File: src/rtl/cyber_player.sv
// Computer opponent for tug-of-war: LFSR-vs-difficulty press decisions paced by tick, with a hold-off.
// Optional press counter output enabled by defining CYBER_PRESS_CNT_EN.
module cyber_player #(
    parameter int LFSR_W  = 10,
    parameter int HOLDOFF = 4
) (
    input  logic              clk,
    input  logic              reset,
    input  logic              tick,
    input  logic              enable,
    input  logic              game_over,
    input  logic [LFSR_W-1:0] difficulty,
    output logic              press,
    output logic [LFSR_W-1:0] lfsr_q
`ifdef CYBER_PRESS_CNT_EN
    ,
    output logic [7:0]        press_cnt
`endif
);

    localparam int HW = $clog2(HOLDOFF + 1);

    typedef enum logic [0:0] {
        IDLE = 1'b0,
        HOLD = 1'b1
    } state_t;

    // XNOR taps x^10 + x^7 + 1; the all-ones word is the lock-up state and unreachable from zero
    function automatic logic [LFSR_W-1:0] lfsr_next(input logic [LFSR_W-1:0] v);
        return {v[LFSR_W-2:0], ~(v[9] ^ v[6])};
    endfunction

    state_t            state_q, state_d;
    logic [HW-1:0]     hold_q, hold_d;
    logic [LFSR_W-1:0] lfsr_d;
    logic              press_q, press_d;

    // Next-state: LFSR advance, press decision and hold-off countdown
    always_comb begin
        state_d = state_q;
        hold_d  = hold_q;
        press_d = 1'b0;
        if (tick) begin
            lfsr_d = lfsr_next(lfsr_q);
        end else begin
            lfsr_d = lfsr_q;
        end
        case (state_q)
            IDLE: begin
                if (tick && enable && !game_over && (difficulty > lfsr_q)) begin
                    press_d = 1'b1;
                    hold_d  = HW'(HOLDOFF);
                    state_d = HOLD;
                end else begin
                    state_d = IDLE;
                end
            end
            HOLD: begin
                // A decided round aborts the hold-off so the next round starts fresh
                if (game_over) begin
                    state_d = IDLE;
                    hold_d  = {HW{1'b0}};
                end else if (tick) begin
                    if (hold_q == HW'(1)) begin
                        state_d = IDLE;
                        hold_d  = {HW{1'b0}};
                    end else begin
                        hold_d = hold_q - HW'(1);
                    end
                end else begin
                    hold_d = hold_q;
                end
            end
            default: begin
                state_d = IDLE;
                hold_d  = {HW{1'b0}};
            end
        endcase
    end

    // State, LFSR and registered press output
    always_ff @(posedge clk or negedge reset) begin
        if (!reset) begin
            state_q <= IDLE;
            hold_q  <= {HW{1'b0}};
            lfsr_q  <= {LFSR_W{1'b0}};
            press_q <= 1'b0;
        end else begin
            state_q <= state_d;
            hold_q  <= hold_d;
            lfsr_q  <= lfsr_d;
            press_q <= press_d;
        end
    end

    assign press = press_q;

`ifdef CYBER_PRESS_CNT_EN
    logic [7:0] cnt_q, cnt_d;

    // Saturating count, updated on the edge that raises press
    always_comb begin
        if (press_d && (cnt_q != 8'hFF)) begin
            cnt_d = cnt_q + 8'd1;
        end else begin
            cnt_d = cnt_q;
        end
    end

    // Press counter register
    always_ff @(posedge clk or negedge reset) begin
        if (!reset) begin
            cnt_q <= 8'h00;
        end else begin
            cnt_q <= cnt_d;
        end
    end

    assign press_cnt = cnt_q;
`endif

endmodule

File: config.mk
export PLATFORM = sky130hd
export DESIGN_NAME = cyber_player
export DESIGN_NICKNAME = d
export VERILOG_FILES = /design/src/rtl/cyber_player.sv
export SDC_FILE = /design/constraint.sdc
export NUM_CORES = 1
export LEC_CHECK = 0
export ABC_AREA = 1
export ABC_CLOCK_PERIOD_IN_PS = 1700
export BUFFER_PORTS_ARGS = -buffer_cell sky130_fd_sc_hd__buf_4
export CAP_MARGIN = 15
export CORE_MARGIN = 3
export CORE_UTILIZATION = 51
export DETAILED_ROUTE_END_ITERATION = 12
export GPL_ROUTABILITY_DRIVEN = 0
export PLACE_DENSITY = 0.9
export RECOVER_POWER = 100
export SLEW_MARGIN = 20
export SYNTH_ARGS = -nofsm -noshare
export SYNTH_HDL_FRONTEND = slang
export SYNTH_SLANG_ARGS = --single-unit
File: constraint.sdc
create_clock -name clk -period 1.7 [get_ports clk]
set_input_delay 0.17 -clock clk [delete_from_list [all_inputs] [get_ports clk]]
set_output_delay 0.17 -clock clk [all_outputs]
set_load 0.05 [all_outputs]
Word-level counts from Yosys, hierarchy flattened
Cells that the tools add are included.
Cells by class
  add/sub/neg operators: 1
  $lt $le $gt $ge: 1
  equality and inequality tests: 3
  mux-type cells: 11
  bitwise operators: 3
  reduce and logical (&&, ||, !) cells: 5
Operator list (number)
  $mux W3: 4
  $gt A10 B10 Y1: 1
  $pmux W3 S2: 1
  $mux W1: 5
  $eq A3 B1 Y1 const B: 1
  $logic_and A1 B1 Y1: 3
  $ne A3 B3 Y1 const B: 1
  $sub A3 B1 Y3 const B: 1
  $ne A2 B2 Y1 const B: 1
  $not A1 Y1: 2
  $pmux W1 S2: 1
  $reduce_and A2 Y1: 1
  $logic_not A1 Y1: 1
  $xor A1 B1 Y1: 1
Word-level totals
  flip-flop bits (word level): 15
  output and inout port bits: 11
  word-level logic and storage cells: 28

Depth between registers and ports, before layout
  depth after elaboration: 5
  gate-level depth with buffers: 12
  depth with buffers taken out: 12

Least setup slack after synthesis
Ideal clock, no wire load.
  path kind: reg-to-reg
  start: register lfsr_q[9]
  end: register hold_q[2]
  library setup time: 0.117 ns
  arrival: 1.665 ns
  data required time: 1.583 ns
  path slack: -0.082 ns
  cell stages (with the launch flop): 11
  path buffers: 0
  cell sequence: dfrtp_1 inv_1 ha_1 nand2_2 inv_1 a21oi_2 nand3_2 nand2_4 nand2_2 nand2_1 nand2_1
On the way
  cells in the longest elaborated chain, start to end: 4
Ends and longest elaborated chain
  start: declaration: RTL line 14  | output logic [LFSR_W-1:0] lfsr_q
  start signal: assignment: RTL line 86  | lfsr_q <= {LFSR_W{1'b0}};
  start signal: assignment: RTL line 91  | lfsr_q <= lfsr_d;
  $gt A10 B10 Y1: RTL line 50  | if (tick && enable && !game_over && (difficulty > lfsr_q)) begin
  $logic_and A1 B1 Y1: RTL line 50
  $ne A2 B2 Y1 (no line)
  $reduce_and A2 Y1 (no line)
  end signal: assignment: RTL line 85  | hold_q <= {HW{1'b0}};
  end signal: assignment: RTL line 90  | hold_q <= hold_d;
  end: declaration: RTL line 34  | logic [HW-1:0] hold_q, hold_d;
Every way passes these cells.
A chain may end at the register's enable or synchronous reset.

Final worst setup path
  start: register lfsr_q[9]
  end: register hold_q[0]
The elaborated chain is that of the path after synthesis.

==> metrics.md <==
| Metric | Value |
|---|---|
| Status | complete, no violations |
| ANT cells | 0 |
| Worst path max stage delay | 0.39 ns |
| Syn_area_per_cell | 7.95 sq um |
| Finish-stage setup viols | 0 |
| Tot GR Track Use | 0.202 |
| EDFF count, synth | 0 |
| Most frequent cell after synthesis | nand2_1 |
| I/O pins | 26 |
| Post-route clock period utilization | 0.933 |
| Largest net degree at the start of global routing | 25 |
| CTS tree | done |
| FMAX | ~630 MHz |
| Share of layout cells above drive strength 1 | 0.275 |
| Clock Tree Root | clkbuf_4 |
| Post-route DRC | 0 |
| Drt initial violations | 37 |
| Die W | slightly below 50 microns |
| P&R area growth vs syn | 26.2% |
| Post-Place Cell Area | 0.00117 sq mm |
| Nets | 177 |
| Top cell type's share of synthesized area | 0.394 |
| Finished Cell Area | 0.00120 sq mm |
| Worst Path Arrival | around 1.8 ns |
| R2R depth | 11 |
| Die footprint | between 0.002 and 0.0025 sq mm |
| Final Util | 0.739 |
| First-pass GRT wire length | between 3000 and 4000 microns |
| Vias/cell | ~5.1 |
| Drt first pass iters | 4 |
| Crit-path most repeated cell | nand2_1 |
| Crit-path leading delay family | simple AND/OR/NAND/NOR gates |
| Clk pin slew, worst setup/hold paths | roughly 0.10 ns |
| Maxcap violations | 0 |
| Final hold vios | 0 |
| Clock sinks | 15 |
| Synth top area cells | dfrtp_1 39%, ha_1 16%, nand2_1 13% |
| Synth cell count leaders | 34 x nand2_1, 23 x inv_1, 15 x dfrtp_1 |
| Library cells used by synthesis | 23 |
| H-tree depth | 1 |
| # rows | 14 |
| Hold Path Class | input pin to flip-flop |
| Combinational Power Share | 0.451 |
| Yosys Warn Count | 0 |
| Clk_lat worst skew | between 0.2 and 0.3 ns |
| Max FO, Critical Path | 6 |
| Syn Std Cell Area | about 950 sq um |
| Minimum clock period | about 1.6 ns |
| Post-Synthesis Cells | 120 |
| Post-Syn Nets | 147 |
| Die height | 49.2 microns |
| Total Power | 1.29 mW |
| Worst Setup Start Kind | flip-flop |
| Non-Filler Instances | between 150 and 200 |
| Grt ovf | 0 |
| Worst Tran Pin Value | between 0.7 and 0.8 ns |
| Synth async-reset ratio | 1.00 |
| Routed WL | between 2000 and 2500 microns |
| Clock power share | 0.164 |
| Clock buffer count from CTS | 3 |
| Ys flop type | dfrtp_1 |
| Max_slew headroom | 0.472 |
| WP depth | 11 |
| CTS max path bufs | 2 |
| Synthesis-stage register bit count | 15 |
| Sequential share of power | 0.385 |
| Area leader, netlist | dfrtp_1 |
| Buf+Inv Stages, Crit Path | 2 |
| Setup CP Type | flip-flop to flip-flop |
| Worst setup EP type | flip-flop |
| Core area | between 0.0015 and 0.002 sq mm |
| Leakage power | between 0.6 and 0.7 nW |
| Switch share | 0.444 |
| Post-DR wirelength/cell | 12.6 microns |
| IO buf count | 25 |
| Post-Place Setup Slack | around 0.15 ns |
| Pint | roughly 720 uW |
| Vias in the first global route | around 940 |
| CP max-delay cell | dfrtp_2 |
| Slew Limit Fails | 0 |
| Clock skew | 0.00103 ns |
| Depth of the worst hold-timing path | 4 |
| Peak VDD IR | 0.795 mV |
| Fin worst setup slack | 0.115 ns |
| Placed cells | between 150 and 200 |
| Via count | 886 |
| Fillers | about 140 |
| Final ANT Viol Nets | 0 |
| Initial Utilization | 0.585 |
| Initial antenna violation count | 0 |
| Psw | approximately 570 uW |
| CP Data Required Time | approximately 1.9 ns |
| Post-DP HPWL | about 1700 microns |
| Seq/Total Area, Yosys | 0.394 |
| Pwr/cell area | between 1000 and 1500 mW/mm^2 |
| Crit-path cells | inv_1 > ha_1 > nand2_2 > nor2_4 > nand3b_1 > nand2_1 > inv_2 > nand2_4 > nand2_2 > nand2_1 > nand2_1 |
==> tightest hold or removal path: stages <==
cell	delay (ns)
buf_4	0.11
inv_1	0.06
nand4_1	0.07
nand2_1	0.06
==> metal layers <==
metal  wire length, microns  GRT usage  vias to the layer above
met3                    189     0.0367                       12
li1                       -          -                      433
met1                    821      0.219                      391
met5                      0          0                        -
met2                   1080      0.362                       50
met4                     85      0.118                        0
==> what timing repair did <==
item                       4_1_cts  5_1_grt
setup endpoints to repair        0        2
setup buffers                    0        1
hold endpoints to repair        15        0
hold buffers                     1        0
resized for setup                0        1
==> area by class of cell <==
class	instances	area (sq um)	share of cell area
Clock buffer	3	22.5	0.0187
Clock inverter	1	5.00	0.00416
Inverter	24	90.1	0.0748
Multi-Input combinational cell	79	483	0.401
Sequential cell	15	383	0.318
Tap cell	24	30.0	0.0249
Timing Repair Buffer	27	190	0.158
==> kinds of logic after synthesis <==
family,synth area share
DFF,0.394
AOI/OAI and AO/OA,0.0866
xor gates and xnor gates,0.00919
and+or+nand+nor,0.251
adders and majority gates,0.157
buffers and inverters,0.102
==> final timing paths <==
| path | startpoint | to | slack (ns) |
|---|---|---|---|
| max | lfsr_q[9] | hold_q[0] | 0.11 |
| min | game_over | hold_q[1] | 0.21 |
| max reg2reg | lfsr_q[9] | hold_q[0] | 0.11 |
| min reg2reg | lfsr_q[7] | lfsr_q[8] | 0.51 |
| max in group asynchronous | reset | lfsr_q[6] | 0.69 |
| min in group asynchronous | reset | lfsr_q[0] | 0.47 |
==> state kept, by name, indices dropped and copies added, names as in the netlist <==
name / cells
hold_q: 3
lfsr_q: 10
press: 1
state_q: 1
==> power by group through the flow <==
| stage | clock network [mW] | registers, mW | logic (mW) |
|---|---|---|---|
| final | 0.212 | 0.497 | 0.581 |
| after global routing | 0.236 | 0.507 | 0.646 |
| after CTS | 0.212 | 0.496 | 0.587 |
| after detailed placement | 0 | 0.502 | 0.575 |
| after global placement | 0 | 0.498 | 0.555 |
| after floorplan | 0 | 0.647 | 0.249 |
==> stage by stage <==
| stage | hold WS, ns | TNS, ns |
|---|---|---|
| after global routing | 0.202 | -0.00605 |
| after detailed placement | 0.0333 | 0 |
| final | 0.209 | 0 |
| after global placement | 0.0286 | 0 |
| after floorplan | -0.126 | 0 |
| after CTS | 0.194 | 0 |
==> placed cells by master (no fill, tap or decap) <==
cell type      netlist  layout
nand3b_1             1       1
inv_1               23      23
inv_2                1       1
and2_1               1       1
a21oi_2              1       1
nor2_4               1       1
clkinv_2             0       1
nand2_4              1       1
clkbuf_4             0       3
o21ai_0             11      11
xnor2_1              1       1
nand3_1              4       4
nor2_2               0       1
nor3_2               1       1
nor2_1               3       2
nor3_1               1       1
a31oi_1              1       1
clkbuf_1             2       4
ha_1                12      12
nand2_2              2       2
dfrtp_1             15       9
a21oi_1              1       1
o31ai_1              1       1
buf_4                0      22
dlygate4sd3_1        0       1
nand3_2              1       1
dfrtp_2              0       6
nand4_1              1       1
nand2_1             34      34
Power figures use the tool's default switching activity.
